==> src/rtl/pipeline_hazard_controller.sv <==
// ---------------------------------------------------------------------------
// pipeline_hazard_controller
//
// Hazard sequencer for the 16-bit five-stage pipeline. It watches the ID/EX
// and IF/ID registers for load-use hazards, the EX/MEM register for taken
// branches, and the data memory for multi-cycle accesses. It then issues
// hold / bubble / flush / freeze controls to the PC, IF/ID, ID/EX and EX/MEM
// registers.
//
// The controller updates on the rising edge. Every control output is a Moore
// decode of the registered state, so the pipeline registers (which update on
// the falling edge) always see values that were stable for half a cycle.
//
// Parameters:
//   FLUSH_CYCLES  cycles spent in FLUSH per taken branch (1..7)
//   CNT_WIDTH     width of the saturating stall-cycle counter
//
// Ports:
//   clock             system clock (controller uses posedge)
//   reset             synchronous, active-high
//   idexMemRead       MemRead control held in ID/EX
//   idexRt            rt (destination) field held in ID/EX
//   ifidRs            rs field of the instruction in IF/ID
//   ifidRt            rt field of the instruction in IF/ID
//   ifidUsesRt        IF/ID instruction reads rt as a source
//   exmemBranchTaken  branch in EX/MEM resolved taken
//   memBusy           data memory access still in progress
//   PCWrite           PC may load
//   IFIDWrite         IF/ID may load
//   bubble            zero all ID/EX control inputs
//   flushIFID         clear IF/ID to NOP
//   flushIDEX         clear ID/EX controls
//   flushEXMEM        clear EX/MEM controls
//   freeze            every pipeline register holds
//   state             current state (RUN=00 LOADSTALL=01 FLUSH=10 MEMWAIT=11)
//   stallCycles       saturating count of non-RUN cycles
// ---------------------------------------------------------------------------
module pipeline_hazard_controller #(
    parameter int FLUSH_CYCLES = 1,
    parameter int CNT_WIDTH    = 16
) (
    input  logic                 clock,
    input  logic                 reset,
    input  logic                 idexMemRead,
    input  logic [2:0]           idexRt,
    input  logic [2:0]           ifidRs,
    input  logic [2:0]           ifidRt,
    input  logic                 ifidUsesRt,
    input  logic                 exmemBranchTaken,
    input  logic                 memBusy,
    output logic                 PCWrite,
    output logic                 IFIDWrite,
    output logic                 bubble,
    output logic                 flushIFID,
    output logic                 flushIDEX,
    output logic                 flushEXMEM,
    output logic                 freeze,
    output logic [1:0]           state,
    output logic [CNT_WIDTH-1:0] stallCycles
);

    localparam logic [1:0] RUN       = 2'b00;
    localparam logic [1:0] LOADSTALL = 2'b01;
    localparam logic [1:0] FLUSH     = 2'b10;
    localparam logic [1:0] MEMWAIT   = 2'b11;

    // Counter value on FLUSH entry: the entry cycle itself is the first of
    // FLUSH_CYCLES, so the counter covers the remaining ones.
    localparam logic [2:0] FLUSH_LOAD = 3'(FLUSH_CYCLES - 1);

    logic [1:0] nextState;
    logic [2:0] flushCnt;
    logic [2:0] nextFlushCnt;
    logic       loadUse;
    logic       evalEnable;

    // No register-0 exclusion: r0 hazards stall like any other register.
    assign loadUse = idexMemRead &
                     ((idexRt == ifidRs) | (ifidUsesRt & (idexRt == ifidRt)));

    // FLUSH is uninterruptible until its counter drains; every other state
    // re-evaluates each cycle.
    assign evalEnable = (state != FLUSH) || (flushCnt == 3'd0);

    // ---------------------------------------------------------------- state
    always_ff @(posedge clock) begin
        if (reset) begin
            state    <= RUN;
            flushCnt <= 3'd0;
        end else begin
            state    <= nextState;
            flushCnt <= nextFlushCnt;
        end
    end

    // Counts edges at which the pipeline was not running, i.e. the cycles
    // that just ended in a non-RUN state. Saturates instead of wrapping.
    always_ff @(posedge clock) begin
        if (reset) begin
            stallCycles <= '0;
        end else if ((state != RUN) && (stallCycles != {CNT_WIDTH{1'b1}})) begin
            stallCycles <= stallCycles + CNT_WIDTH'(1);
        end
    end

    // ----------------------------------------------------------- next state
    always_comb begin
        nextState    = state;
        nextFlushCnt = 3'd0;
        if (!evalEnable) begin
            nextState    = FLUSH;
            nextFlushCnt = flushCnt - 3'd1;
        end else if (memBusy) begin
            // Freeze wins: a pending branch or hazard is still sitting in the
            // frozen registers and gets picked up when memory finishes.
            nextState = MEMWAIT;
        end else if (exmemBranchTaken) begin
            // Branch beats load-use: flushing ID/EX discards the load anyway.
            nextState    = FLUSH;
            nextFlushCnt = FLUSH_LOAD;
        end else if (loadUse) begin
            nextState = LOADSTALL;
        end else begin
            nextState = RUN;
        end
    end

    // -------------------------------------------------------------- outputs
    always_comb begin
        PCWrite    = 1'b0;
        IFIDWrite  = 1'b0;
        bubble     = 1'b0;
        flushIFID  = 1'b0;
        flushIDEX  = 1'b0;
        flushEXMEM = 1'b0;
        freeze     = 1'b0;
        case (state)
            RUN: begin
                PCWrite   = 1'b1;
                IFIDWrite = 1'b1;
            end
            LOADSTALL: begin
                bubble = 1'b1;
            end
            FLUSH: begin
                PCWrite    = 1'b1;
                IFIDWrite  = 1'b1;
                flushIFID  = 1'b1;
                flushIDEX  = 1'b1;
                flushEXMEM = 1'b1;
            end
            default: begin
                freeze = 1'b1;
            end
        endcase
    end

endmodule
==> config.mk <==
export PLATFORM = sky130hd
export DESIGN_NAME = pipeline_hazard_controller
export DESIGN_NICKNAME = d
export VERILOG_FILES = /design/src/rtl/pipeline_hazard_controller.sv
export SDC_FILE = /design/constraint.sdc
export NUM_CORES = 1
export LEC_CHECK = 0
export CAP_MARGIN = 0
export CORE_MARGIN = 1
export CORE_UTILIZATION = 43
export DETAILED_ROUTE_END_ITERATION = 8
export PLACE_DENSITY = 0.77
export SYNTH_ARGS = -nofsm -noshare
export SYNTH_HDL_FRONTEND = slang
export SYNTH_SLANG_ARGS = --single-unit
==> constraint.sdc <==
create_clock -name clock -period 2.3 [get_ports clock]
set_clock_uncertainty 0.1 [all_clocks]
set_input_delay 0.345 -clock clock [delete_from_list [all_inputs] [get_ports clock]]
set_output_delay 0.345 -clock clock [all_outputs]
set_load 0.005 [all_outputs]
==> impl_metrics.toml <==
[finish]
nets = 188
antennaDiodeCount = 0
drive_above_1_share_pct = 8.28
syn2layout_area_growth_pct = 36.1

[pwr]
internal_power_uw = 511
ir_drop_uv = 398
p_sw_uw = 169
p_per_area_nw_per_um2 = 434
p_comb_share_pct = 17.5
clkPwrFrac_pct = 26.5
swShare_pct = 24.8
leakage_nw = 0.531
total_power_uw = 679
power_frac_seq_pct = 56.0

[route]
wl_microns = 2830
drt-initial-drc-count = 28
detail-route-antenna-nets = 0
vias = 1116
route.detailed.drc = 0
vias_per_cell = 5.61
dr.pass1.iters = 4
wl_per_cell_microns = 14.2

[critical_path]
path_buf_inv = 1
crit_type = "flop to output pin"
ff2ff_setup_slack_ps = 480
crit_family = "buffers and inverters"
required_ps = 1860
crit_start = "state[1]"
crit_chain = "nor2b_1 -> clkdlybuf4s50_1"
arrival_ps = 1610
startpoint_type = "flop"
rr_startpoint = "stallCycles[0]"
crit_path_end_kind = "output pin"
worst_path_max_delay_cell = "clkdlybuf4s50_1"
worst-path-max-fanout = 6
cpPeakStageDelay_ps = 570

[global_route]
overflow = 0
grt_pass1_vias = 1031
grt_max_degree = 13
antenna_found_initial = 0
grt.total_usage_pct = 21.6
grt_first_pass_wirelength_microns = 4530

[clock_tree]
cts_buffer_depth = 2
cts_setup_buffers = 0
numCtsBuffers = 3
htreeDepth = 1
cts_resized = 0
hold_buffers = 0
cts_tree = "done"
clk_latency_ps = 300
clock-sinks = 21
clk_pin_slew_ps = 110
cts_root_buffer = "clkbuf_4"

[placed_design]
place.gp.congestion = 0.854
portBuffers = 39
place_ws_ps = 519
dp.final_hpwl_microns = 2170

[hold_path]
hp-start = "flushCnt[0]"
hold_class = "flop to flop"

[yosys]
yosys.area.top_type = "dfxtp_1"
synth_edf_count = 0
ys.flop_type = "dfxtp_1"
ys_types = 34
seq_area_frac_synth_pct = 36.6
synth_top_area_share_pct = 36.6
postSynth.asyncResetShare_pct = 0
syn_inst = 130
synth_area_leaders = "dfxtp_1 37%, a21oi_2 4.6%, xnor2_1 4.6%"
synth_nets = 148
avgSynthCellArea_sq_um = 8.85
netlist_area_sq_um = 1150
ys_ff_latch = 21
yosysWarnings = 0

[sta]
tightestPinTransition_ps = 473
finalSetupViolations = 0
max_freq_ghz = 0.486
min_period_ps = 2060
finalMaxSlewViolations = 0
holdWs_ps = 351
min_period_over_period_pct = 89.5
timing_hold_violations_final = 0
rsz0062_at_grt = "false"
maxSlewHeadroom_pct = 68.3
setup_tns_ps = 0
layout_setup_ws_ps = 242

[floorplan]
die_h_microns = 53.7
core_area_sq_um = 2500
die_x_microns = 53.7
dieArea_sq_um = 2880
rows = 18
start_util_pct = 46.0
io_pins = 40

[status]
outcome = "completed"

[run]
drv_cap = 0
-- layout by cell type, fill, tap and decap left out --
| cell type | synthesis | layout |
|---|---|---|
| nand4_4 | 1 | 1 |
| o21a_1 | 1 | 1 |
| a21oi_1 | 9 | 9 |
| nand2b_1 | 2 | 2 |
| o21ai_1 | 7 | 7 |
| o211ai_1 | 1 | 1 |
| inv_1 | 5 | 5 |
| nand2_1 | 8 | 8 |
| clkbuf_1 | 1 | 1 |
| xnor2_1 | 6 | 6 |
| or2_1 | 1 | 1 |
| o21ai_0 | 1 | 1 |
| xor2_1 | 1 | 1 |
| dfxtp_1 | 21 | 21 |
| or4_1 | 6 | 6 |
| and3_1 | 3 | 3 |
| and4_1 | 1 | 1 |
| nand4_1 | 6 | 6 |
| nor2_1 | 9 | 9 |
| buf_4 | 3 | 3 |
| nor2b_1 | 2 | 2 |
| or3_1 | 8 | 8 |
| nand3_1 | 4 | 4 |
| a21oi_2 | 6 | 6 |
| o41ai_4 | 1 | 1 |
| o41ai_1 | 1 | 1 |
| mux2i_1 | 1 | 1 |
| ha_1 | 3 | 3 |
| and2_1 | 2 | 2 |
| nor3_1 | 1 | 1 |
| clkbuf_4 | 0 | 3 |
| o31ai_1 | 5 | 5 |
| clkdlybuf4s50_1 | 0 | 39 |
-- power groups by stage --
stage / clock network [mW] / registers, mW / logic [mW]
after floorplan: 0 / 0.388 / 0.0622
after global placement: 0 / 0.388 / 0.116
after detailed placement: 0 / 0.388 / 0.118
after CTS: 0.182 / 0.380 / 0.119
after global routing: 0.197 / 0.382 / 0.128
final: 0.180 / 0.380 / 0.119
-- synth_stat cells (2+ instances only) --
| cell type | number |
|---|---|
| inv_1 | 5 |
| xnor2_1 | 6 |
| and2_1 | 2 |
| o31ai_1 | 5 |
| buf_4 | 3 |
| nand2_1 | 8 |
| nand2b_1 | 2 |
| nand3_1 | 4 |
| ha_1 | 3 |
| or3_1 | 8 |
| nor2b_1 | 2 |
| and3_1 | 3 |
| nand4_1 | 6 |
| o21ai_1 | 7 |
| dfxtp_1 | 21 |
| a21oi_1 | 9 |
| nor2_1 | 9 |
| or4_1 | 6 |
| a21oi_2 | 6 |
-- logic make-up after synthesis --
family	synth area share, %
DFF	36.6
AOI/OAI and AO/OA	19.7
xor gates and xnor gates	5.33
muxes	0.871
adders and majority gates	3.26
and+or+nand+nor	27.3
buffers and inverters	6.96
-- stage by stage --
step	area [sq um]	cells	util, %
2_1_floorplan	1150	130	-
3_5_place_dp	1540	195	61.6
4_1_cts	1570	199	62.6
6_report	1570	199	62.6
3_3_place_gp	1540	195	61.6
5_1_grt	1570	199	62.6
-- worst register-to-register path, delay by kind of cell (launching register included) --
kind	cells	cell delay (ps)
buffers and inverters	1	180
AOI/OAI and AO/OA	2	240
DFF	1	360
and+or+nand+nor	2	650
adders and majority gates	1	240
-- final timing paths --
| kind | endpoint | cells after the start |
|---|---|---|
| setup reg to reg | stallCycles[9] | 6 |
| hold / removal | flushCnt[0] | 1 |
| setup / recovery | flushIFID | 2 |
| hold reg to reg | flushCnt[0] | 1 |
-- layout make-up --
cell class,count,area [sq um]
Clock buffer,4,26.3
Fill cell,224,935
Inverter,5,18.8
Multi-Input combinational cell,97,649
Sequential cell,21,420
Tap cell,30,37.5
Timing Repair Buffer,42,413
-- sequential cells by signal, summed over array words and instances, names as in the netlist --
name,flops
flushCnt,3
stallCycles,16
state,2
-- metal layers --
layer,vias up,GRT usage [%],wire (microns)
li1,549,-,-
met1,537,27.3,1240
met2,30,35.6,1410
met3,0,7.06,178
met4,0,4.39,0
met5,-,0,0
Note: power is estimated with default switching activity, not from simulation.
